**src/rtl/rf_write_arbiter.sv**
```systemverilog
// Two-requester arbiter driving the single register_file write port.
// Define RF_ARB_ROUND_ROBIN_EN for round-robin; default is fixed priority.
module rf_write_arbiter #(
    parameter int DATA_WIDTH = 16,
    parameter int ADDR_WIDTH = 3
) (
    input  logic                  clock,
    input  logic                  reset_n,
    input  logic                  flush,
    input  logic                  req0_valid,
    input  logic [ADDR_WIDTH-1:0] req0_addr,
    input  logic [DATA_WIDTH-1:0] req0_data,
    output logic                  req0_ready,
    input  logic                  req1_valid,
    input  logic [ADDR_WIDTH-1:0] req1_addr,
    input  logic [DATA_WIDTH-1:0] req1_data,
    output logic                  req1_ready,
    output logic                  rf_write,
    output logic [ADDR_WIDTH-1:0] rf_rd_addr,
    output logic [DATA_WIDTH-1:0] rf_data,
    output logic                  grant_id,
    output logic [15:0]           write_count
);

    logic grant0;
    logic grant1;
    logic xfer0;
    logic xfer1;
    logic xfer;

`ifdef RF_ARB_ROUND_ROBIN_EN
    logic last_grant;

    // On contention the requester that did not win last time goes first.
    always_comb begin
        grant0 = req0_valid && (!req1_valid || last_grant);
        grant1 = req1_valid && (!req0_valid || !last_grant);
    end

    always_ff @(posedge clock or negedge reset_n) begin
        if (!reset_n) begin
            last_grant <= 1'b1;
        end else if (xfer) begin
            last_grant <= xfer1;
        end
    end
`else
    always_comb begin
        grant0 = req0_valid;
        grant1 = req1_valid && !req0_valid;
    end
`endif

    assign req0_ready = req0_valid && grant0 && !flush && reset_n;
    assign req1_ready = req1_valid && grant1 && !flush && reset_n;
    assign xfer0      = req0_ready;
    assign xfer1      = req1_ready;
    assign xfer       = xfer0 || xfer1;

    always_ff @(posedge clock or negedge reset_n) begin
        if (!reset_n) begin
            rf_write    <= 1'b0;
            rf_rd_addr  <= '0;
            rf_data     <= '0;
            grant_id    <= 1'b0;
            write_count <= '0;
        end else if (xfer) begin
            rf_write    <= 1'b1;
            rf_rd_addr  <= xfer1 ? req1_addr : req0_addr;
            rf_data     <= xfer1 ? req1_data : req0_data;
            grant_id    <= xfer1;
            write_count <= write_count + 16'd1;
        end else begin
            rf_write    <= 1'b0;
        end
    end

endmodule

```
**config.mk**
```make
export PLATFORM = sky130hd
export DESIGN_NAME = rf_write_arbiter
export DESIGN_NICKNAME = d
export VERILOG_FILES = /design/src/rtl/rf_write_arbiter.sv
export SDC_FILE = /design/constraint.sdc
export NUM_CORES = 1
export LEC_CHECK = 0
export ABC_AREA = 1
export BUFFER_PORTS_ARGS = -buffer_cell sky130_fd_sc_hd__buf_2
export CORE_ASPECT_RATIO = 2
export CORE_MARGIN = 4
export CORE_UTILIZATION = 47
export CTS_CLUSTER_SIZE = 40
export DETAILED_ROUTE_END_ITERATION = 8
export PLACE_DENSITY = 0.8
export SLEW_MARGIN = 20
export SYNTH_ARGS = -nofsm -noshare
export SYNTH_HDL_FRONTEND = slang
export SYNTH_SLANG_ARGS = --single-unit
```
**constraint.sdc**
```tcl
create_clock -name clock -period 1.6 [get_ports clock]
set_input_delay 0.32 -clock clock [delete_from_list [all_inputs] [get_ports clock]]
set_output_delay 0.32 -clock clock [all_outputs]
set_load 0.02 [all_outputs]
```
==> flow_summary.yaml, run 1 <==
clock_network:
  cts_hold_buf: 0
  root_buffer: "clkbuf_8"
  clk_pin_slew_ns: 0.08
  numCtsBuffers: 5
  clock_path_buffers: 2
  htree_levels: 2
  clk_latency_ns: 0.29
  cts_resized: 0
  postCtsSetupBuffers: 0
  cts_sinks: 37
  tritoncts: "built"
synthesis:
  syn-instance-count: 227
  synth.avg_cell_area_um2: 8.14
  synth-seq-cells: 37
  synth-edff-count: 0
  syn-cell-area_um2: 1850
  synth_cell_types: 22
  syn_nets: 271
  seq_area_frac_synth: 0.501
  synthArstFlopShare: 1.00
  yosys_warnings: 0
  synth_top_flop_cell: "dfrtp_1"
setup_path:
  reg2reg_depth: 5
  required_ns: 1.78
  crit_arrival_ns: 1.53
  crit_fanout: 5
  cp-end-kind: "flip-flop"
  crit_path_start_kind: "flip-flop"
  critPathKind: "reg2reg"
placement:
  numPortBuffers: 81
  dp_hpwl_mm: 4.14
  gp_congestion: 0.850
  post-place-ws_ns: 0.102
power_and_ir_drop:
  seq_power_share: 0.427
  power_frac_comb: 0.284
  power_mw: 2.94
  p_leak_nw: 1.32
  switching_power_mw: 1.03
  irDropWorstVdd_mv: 0.857
  switching_share: 0.349
  clock_power_share: 0.290
  power_density_nw_per_um2: 1210
  p_int_mw: 1.91
die:
  row_count: 32
  core_um2: 3840
  initial_core_util: 0.480
  dieArea_um2: 5060
  die_h_um: 96.7
  die_w_um: 52.3
  pin_count: 82
drt:
  wl_per_cell_um: 14.4
  vias: 1912
  drc_errors: 0
  dr.pass1.iters: 4
  drtAntennaViolNets: 0
  wl_mm: 5.31
  viasPerCell: 5.20
  drt_iter0_drc: 33
sta:
  setup_ws_ns: 0.253
  min_period_ns: 1.35
  max_freq_mhz: 742
  tightest_slew_ns: 0.572
  finalSetupTns_ns: 0
  fin_crit_sh: 0.842
  hold_slack_ns: 0.0110
  setup_viol: 0
  clock-skew-final_ns: 0.00613
  maxSlewHeadroom: 0.619
  rsz0062_at_grt: "false"
  slew_viol_final: 0
  hold_viol: 0
layout:
  final_common_cell: "buf_2"
  final_nets: 360
  syn_to_final_growth_pct: 31.9
  layout_common_cells: "buf_2 (81), nand2_1 (62), a21oi_1 (38), dfrtp_1 (37), nor2_1 (31)"
  diodes: 0
  layout-drive-gt1-share: 0.325
  nFillCells: 373
flow_run:
  maxCapViolCount: 0
grt:
  overflow: 0
  grt_usage: 0.231
  antenna_found_initial: 0
  grt_pass1_vias: 2002
  grt_max_degree: 33
  grt_pass1_wl_mm: 8.95
run_status:
  status: "completed"
worst_hold_path:
  hold_path.class: "in2async"
[metal layers]
layer / share of wire / global-route usage / wire, um / vias up
met5: 0 / 0 / 0 / -
met4: 0.054 / 0.134 / 286 / 0
met3: 0.040 / 0.0478 / 214 / 27
met2: 0.57 / 0.416 / 3040 / 67
met1: 0.33 / 0.227 / 1770 / 912
li1: - / - / - / 906
[stage by stage]
stage	instance area, um2	utilization	instances
2_1_floorplan	1850	-	227
5_1_grt	2440	0.634	368
6_report	2440	0.634	368
3_5_place_dp	2320	0.604	360
3_3_place_gp	2320	0.604	360
4_1_cts	2440	0.634	368
[worst paths after layout]
path / startpoint / to / slack (ns)
setup / recovery: write_count[0]$_DFFE_PN0P_ / write_count[10]$_DFFE_PN0P_ / 0.25
hold / removal: reset_n / rf_data[8]$_DFFE_PN0P_ / 0.01
setup reg to reg: write_count[0]$_DFFE_PN0P_ / write_count[10]$_DFFE_PN0P_ / 0.25
hold reg to reg: write_count[15]$_DFFE_PN0P_ / write_count[15]$_DFFE_PN0P_ / 0.50
max in group asynchronous: reset_n / write_count[8]$_DFFE_PN0P_ / 1.14
min in group clock: req0_data[8] / rf_data[8]$_DFFE_PN0P_ / 0.27
[worst max-delay path, cell delays in order, from the launching register on]
cell	delay, ns
dfrtp_1	0.44
ha_1	0.25
nor3b_4	0.31
nand3_1	0.12
nand2_1	0.08
nand2_1	0.05
[registers in the layout, summed over array words and instances, names as in the netlist]
name,cells
rf_write,1
rf_data,16
rf_rd_addr,3
grant_id,1
write_count,16
[cell families after synthesis]
| group | after synthesis | synth area share |
|---|---|---|
| buffers and inverters | 25 | 0.0711 |
| and+or+nand+nor | 116 | 0.273 |
| xor gates and xnor gates | 7 | 0.0332 |
| DFF | 37 | 0.501 |
| AOI/OAI and AO/OA | 41 | 0.114 |
| adders and majority gates | 1 | 0.00677 |
[area by class of cell]
class,instances,area (um2),area share
clock buffer,7,86.3,0.0354
inverter,16,60.1,0.0247
multi-input combinational,165,790,0.324
clock inverter,1,30.0,0.0123
timing repair buffer,91,480,0.197
tap,51,63.8,0.0262
sequential,37,926,0.380
[synth_stat cells, drive strengths merged, types with 2 or more instances]
master	instances	area [um2]
nand3	8	40.0
nor2	33	134
nand4	6	37.5
buf	9	71.3
dfrtp	37	926
xor2	4	35.0
nand2	63	239
o21ai	2	13.8
a21oi	38	190
xnor2	3	26.3
nand3b	4	30.0
inv	16	60.1
[power by group through the flow]
stage	Clock [mW]	Combinational (mW)	Sequential, mW
floorplan	0	0.302	1.45
global placement	0	0.813	1.26
detailed placement	0	0.836	1.26
CTS	0.860	0.840	1.25
global route	0.888	0.911	1.28
finish	0.852	0.834	1.26
(Power assumes the default switching activity.)
==> inputs of run 2 (changes only) <==
--- a/config.mk
+++ b/config.mk
@@ -9,10 +9,10 @@
 export BUFFER_PORTS_ARGS = -buffer_cell sky130_fd_sc_hd__buf_2
 export CORE_ASPECT_RATIO = 2
 export CORE_MARGIN = 4
-export CORE_UTILIZATION = 47
+export CORE_UTILIZATION = 42
 export CTS_CLUSTER_SIZE = 40
 export DETAILED_ROUTE_END_ITERATION = 8
-export PLACE_DENSITY = 0.8
+export PLACE_DENSITY = 0.75
 export SLEW_MARGIN = 20
 export SYNTH_ARGS = -nofsm -noshare
 export SYNTH_HDL_FRONTEND = slang
==> constraint.sdc (replaced) <==
create_clock -name clock -period 1.1 [get_ports clock]
set_input_delay 0.22 -clock clock [delete_from_list [all_inputs] [get_ports clock]]
set_output_delay 0.22 -clock clock [all_outputs]
set_load 0.02 [all_outputs]
==> run 2 against run 1 <==
Compared with the run above:
- the flow now finishes with violations (negative setup slack)
- sequential power increased by 49%
- fmax increased by 8.1%
- routed wire length increased by 12%
- clock power increased by 64%
- critical path depth increased by 1
- sequential cell count unchanged
- sequential share of layout area decreased by 6.6 points
- register-to-register slack got worse by 0.40 ns
==> flow_summary.yaml, run 2 (same netlist as run 1, synthesis figures left out) <==
run_status:
  status: "finished, violations left"
  violations: "negative setup slack"
sta:
  hold_slack_ns: 0.0883
  rsz0062_at_grt: "true"
  setup_ws_ns: -0.147
  tightest_slew_ns: 0.488
  clock-skew-final_ns: 0.00662
  min_period_ns: 1.25
  maxSlewHeadroom: 0.674
  max_freq_mhz: 802
  setup_viol: 22
  hold_viol: 0
  fin_crit_sh: 1.13
  slew_viol_final: 0
worst_hold_path:
  hold_path.class: "in2async"
grt:
  overflow: 0
  grt_max_degree: 38
  grt_usage: 0.222
  grt_pass1_vias: 2138
  antenna_found_initial: 0
  grt_pass1_wl_mm: 9.25
setup_path:
  path_cells: "nand2_2 > nand3b_1 > nor2_2 > nand2_1 > nand2_1 > nand2_1"
  required_ns: 1.28
  crit_arrival_ns: 1.42
  crit_slowest_cell: "dfrtp_2"
  slowest_delay_ns: 0.43
  cp-end-kind: "flip-flop"
  crit_fanout: 4
  path_common_cell: "nand2_1"
  critPathKind: "reg2reg"
  crit_path_start_kind: "flip-flop"
flow_run:
  maxCapViolCount: 0
layout:
  layout_common_cells: "buf_2 (61), nand2_1 (55), buf_4 (39), a21oi_1 (38)"
  reg_top3: "rf_data: 16 flops, write_count: 16 flops, rf_rd_addr: 3 flops"
  layout-drive-gt1-share: 0.484
  diodes: 0
  final_common_cell: "buf_2"
  syn_to_final_growth_pct: 61.9
  final_nets: 396
die:
  die_w_um: 54.9
  die_h_um: 102
  initial_core_util: 0.443
  dieArea_um2: 5590
  row_count: 33
  pin_count: 82
  core_um2: 4170
drt:
  vias: 2038
  drtAntennaViolNets: 0
  drt_iter0_drc: 47
  viasPerCell: 5.03
  drc_errors: 0
  dr.pass1.iters: 4
  wl_per_cell_um: 14.6
  wl_mm: 5.92
clock_network:
  clock_path_buffers: 2
  htree_levels: 2
  numCtsBuffers: 5
  clk_latency_ns: 0.29
  cts_sinks: 37
  tritoncts: "built"
  root_buffer: "clkbuf_8"
  clk_pin_slew_ns: 0.08
power_and_ir_drop:
  irDropWorstVdd_mv: 1.33
  power_density_nw_per_um2: 1780
  power_mw: 5.33
  p_leak_nw: 1.55
placement:
  gp_congestion: 0.802
  numPortBuffers: 81
  dp_hpwl_mm: 4.11
## run 2: cell types whose count changed in the layout (fill, tap and decap cells not counted), moves of 5 or more
| cell | change |
|---|---|
| buf_4 | +29 |
| nor2_1 | -6 |
| buf_2 | -20 |
| dfrtp_2 | +10 |
| dfrtp_1 | -10 |
| buf_6 | +27 |
| nand2_1 | -7 |
| nand2_2 | +5 |
## run 2: repair_timing
action,in CTS,in global routing
cloned,0,0
resized for setup,40,31
hold buffers,0,0
endpoints found under the setup margin,25,36
pin swaps,10,8
setup buffers,11,11
## run 2: cell type report
class                           instances  area (um2)
Tap cell                               52        65.1
Clock buffer                            5        68.8
Inverter                               16        62.6
Fill cell                             339        1180
Sequential cell                        37         938
Clock inverter                          3        65.1
Timing Repair Buffer                  127         902
Multi-Input combinational cell        165         887
## run 2: final timing paths
path                                       startpoint                     endpoint  slack (ns)  depth (start not counted)
min in group clock                       req0_data[6]       rf_data[6]$_DFFE_PN0P_        0.17                          3
hold reg to reg                  grant_id$_DFFE_PN0P_         grant_id$_DFFE_PN0P_        0.49                          2
setup / recovery           write_count[5]$_DFFE_PN0P_  write_count[14]$_DFFE_PN0P_       -0.15                          6
setup reg to reg           write_count[5]$_DFFE_PN0P_  write_count[14]$_DFFE_PN0P_       -0.15                          6
max in group asynchronous                     reset_n   write_count[9]$_DFFE_PN0P_        0.63                          2
hold / removal                                reset_n      rf_data[14]$_DFFE_PN0P_        0.09                          2
## run 2: metrics by stage
step	std cells	area, um2	setup TNS [ns]	utilization	worst slack, ns
global placement	375	2460	-3.39	0.590	-0.175
detailed placement	375	2460	-4.48	0.590	-0.243
CTS	394	2800	-1.61	0.671	-0.160
global route	405	2990	-3.17	0.717	-0.242
floorplan	227	1880	-0.159	-	-0.0464
finish	405	2990	-1.80	0.717	-0.147
## run 2: routing by layer
| metal | vias up | global-route usage | share of wire |
|---|---|---|---|
| li1 | 978 | - | - |
| met1 | 979 | 0.233 | 0.35 |
| met2 | 67 | 0.398 | 0.58 |
| met3 | 14 | 0.0368 | 0.044 |
| met4 | 0 | 0.114 | 0.032 |
| met5 | - | 0 | 0 |
## run 2: worst max-delay path: cells and delay by family, from the launching register on
family           cells  cell delay [ns]
AND/OR/NAND/NOR      6             0.72
flip-flops           1             0.43
## run 2: power by group
part           total (mW)  switching, mW  internal [mW]
Combinational        2.05          0.993           1.05
Sequential           1.88          0.260           1.62
Clock                1.40          0.501          0.901
Total                5.33           1.75           3.58
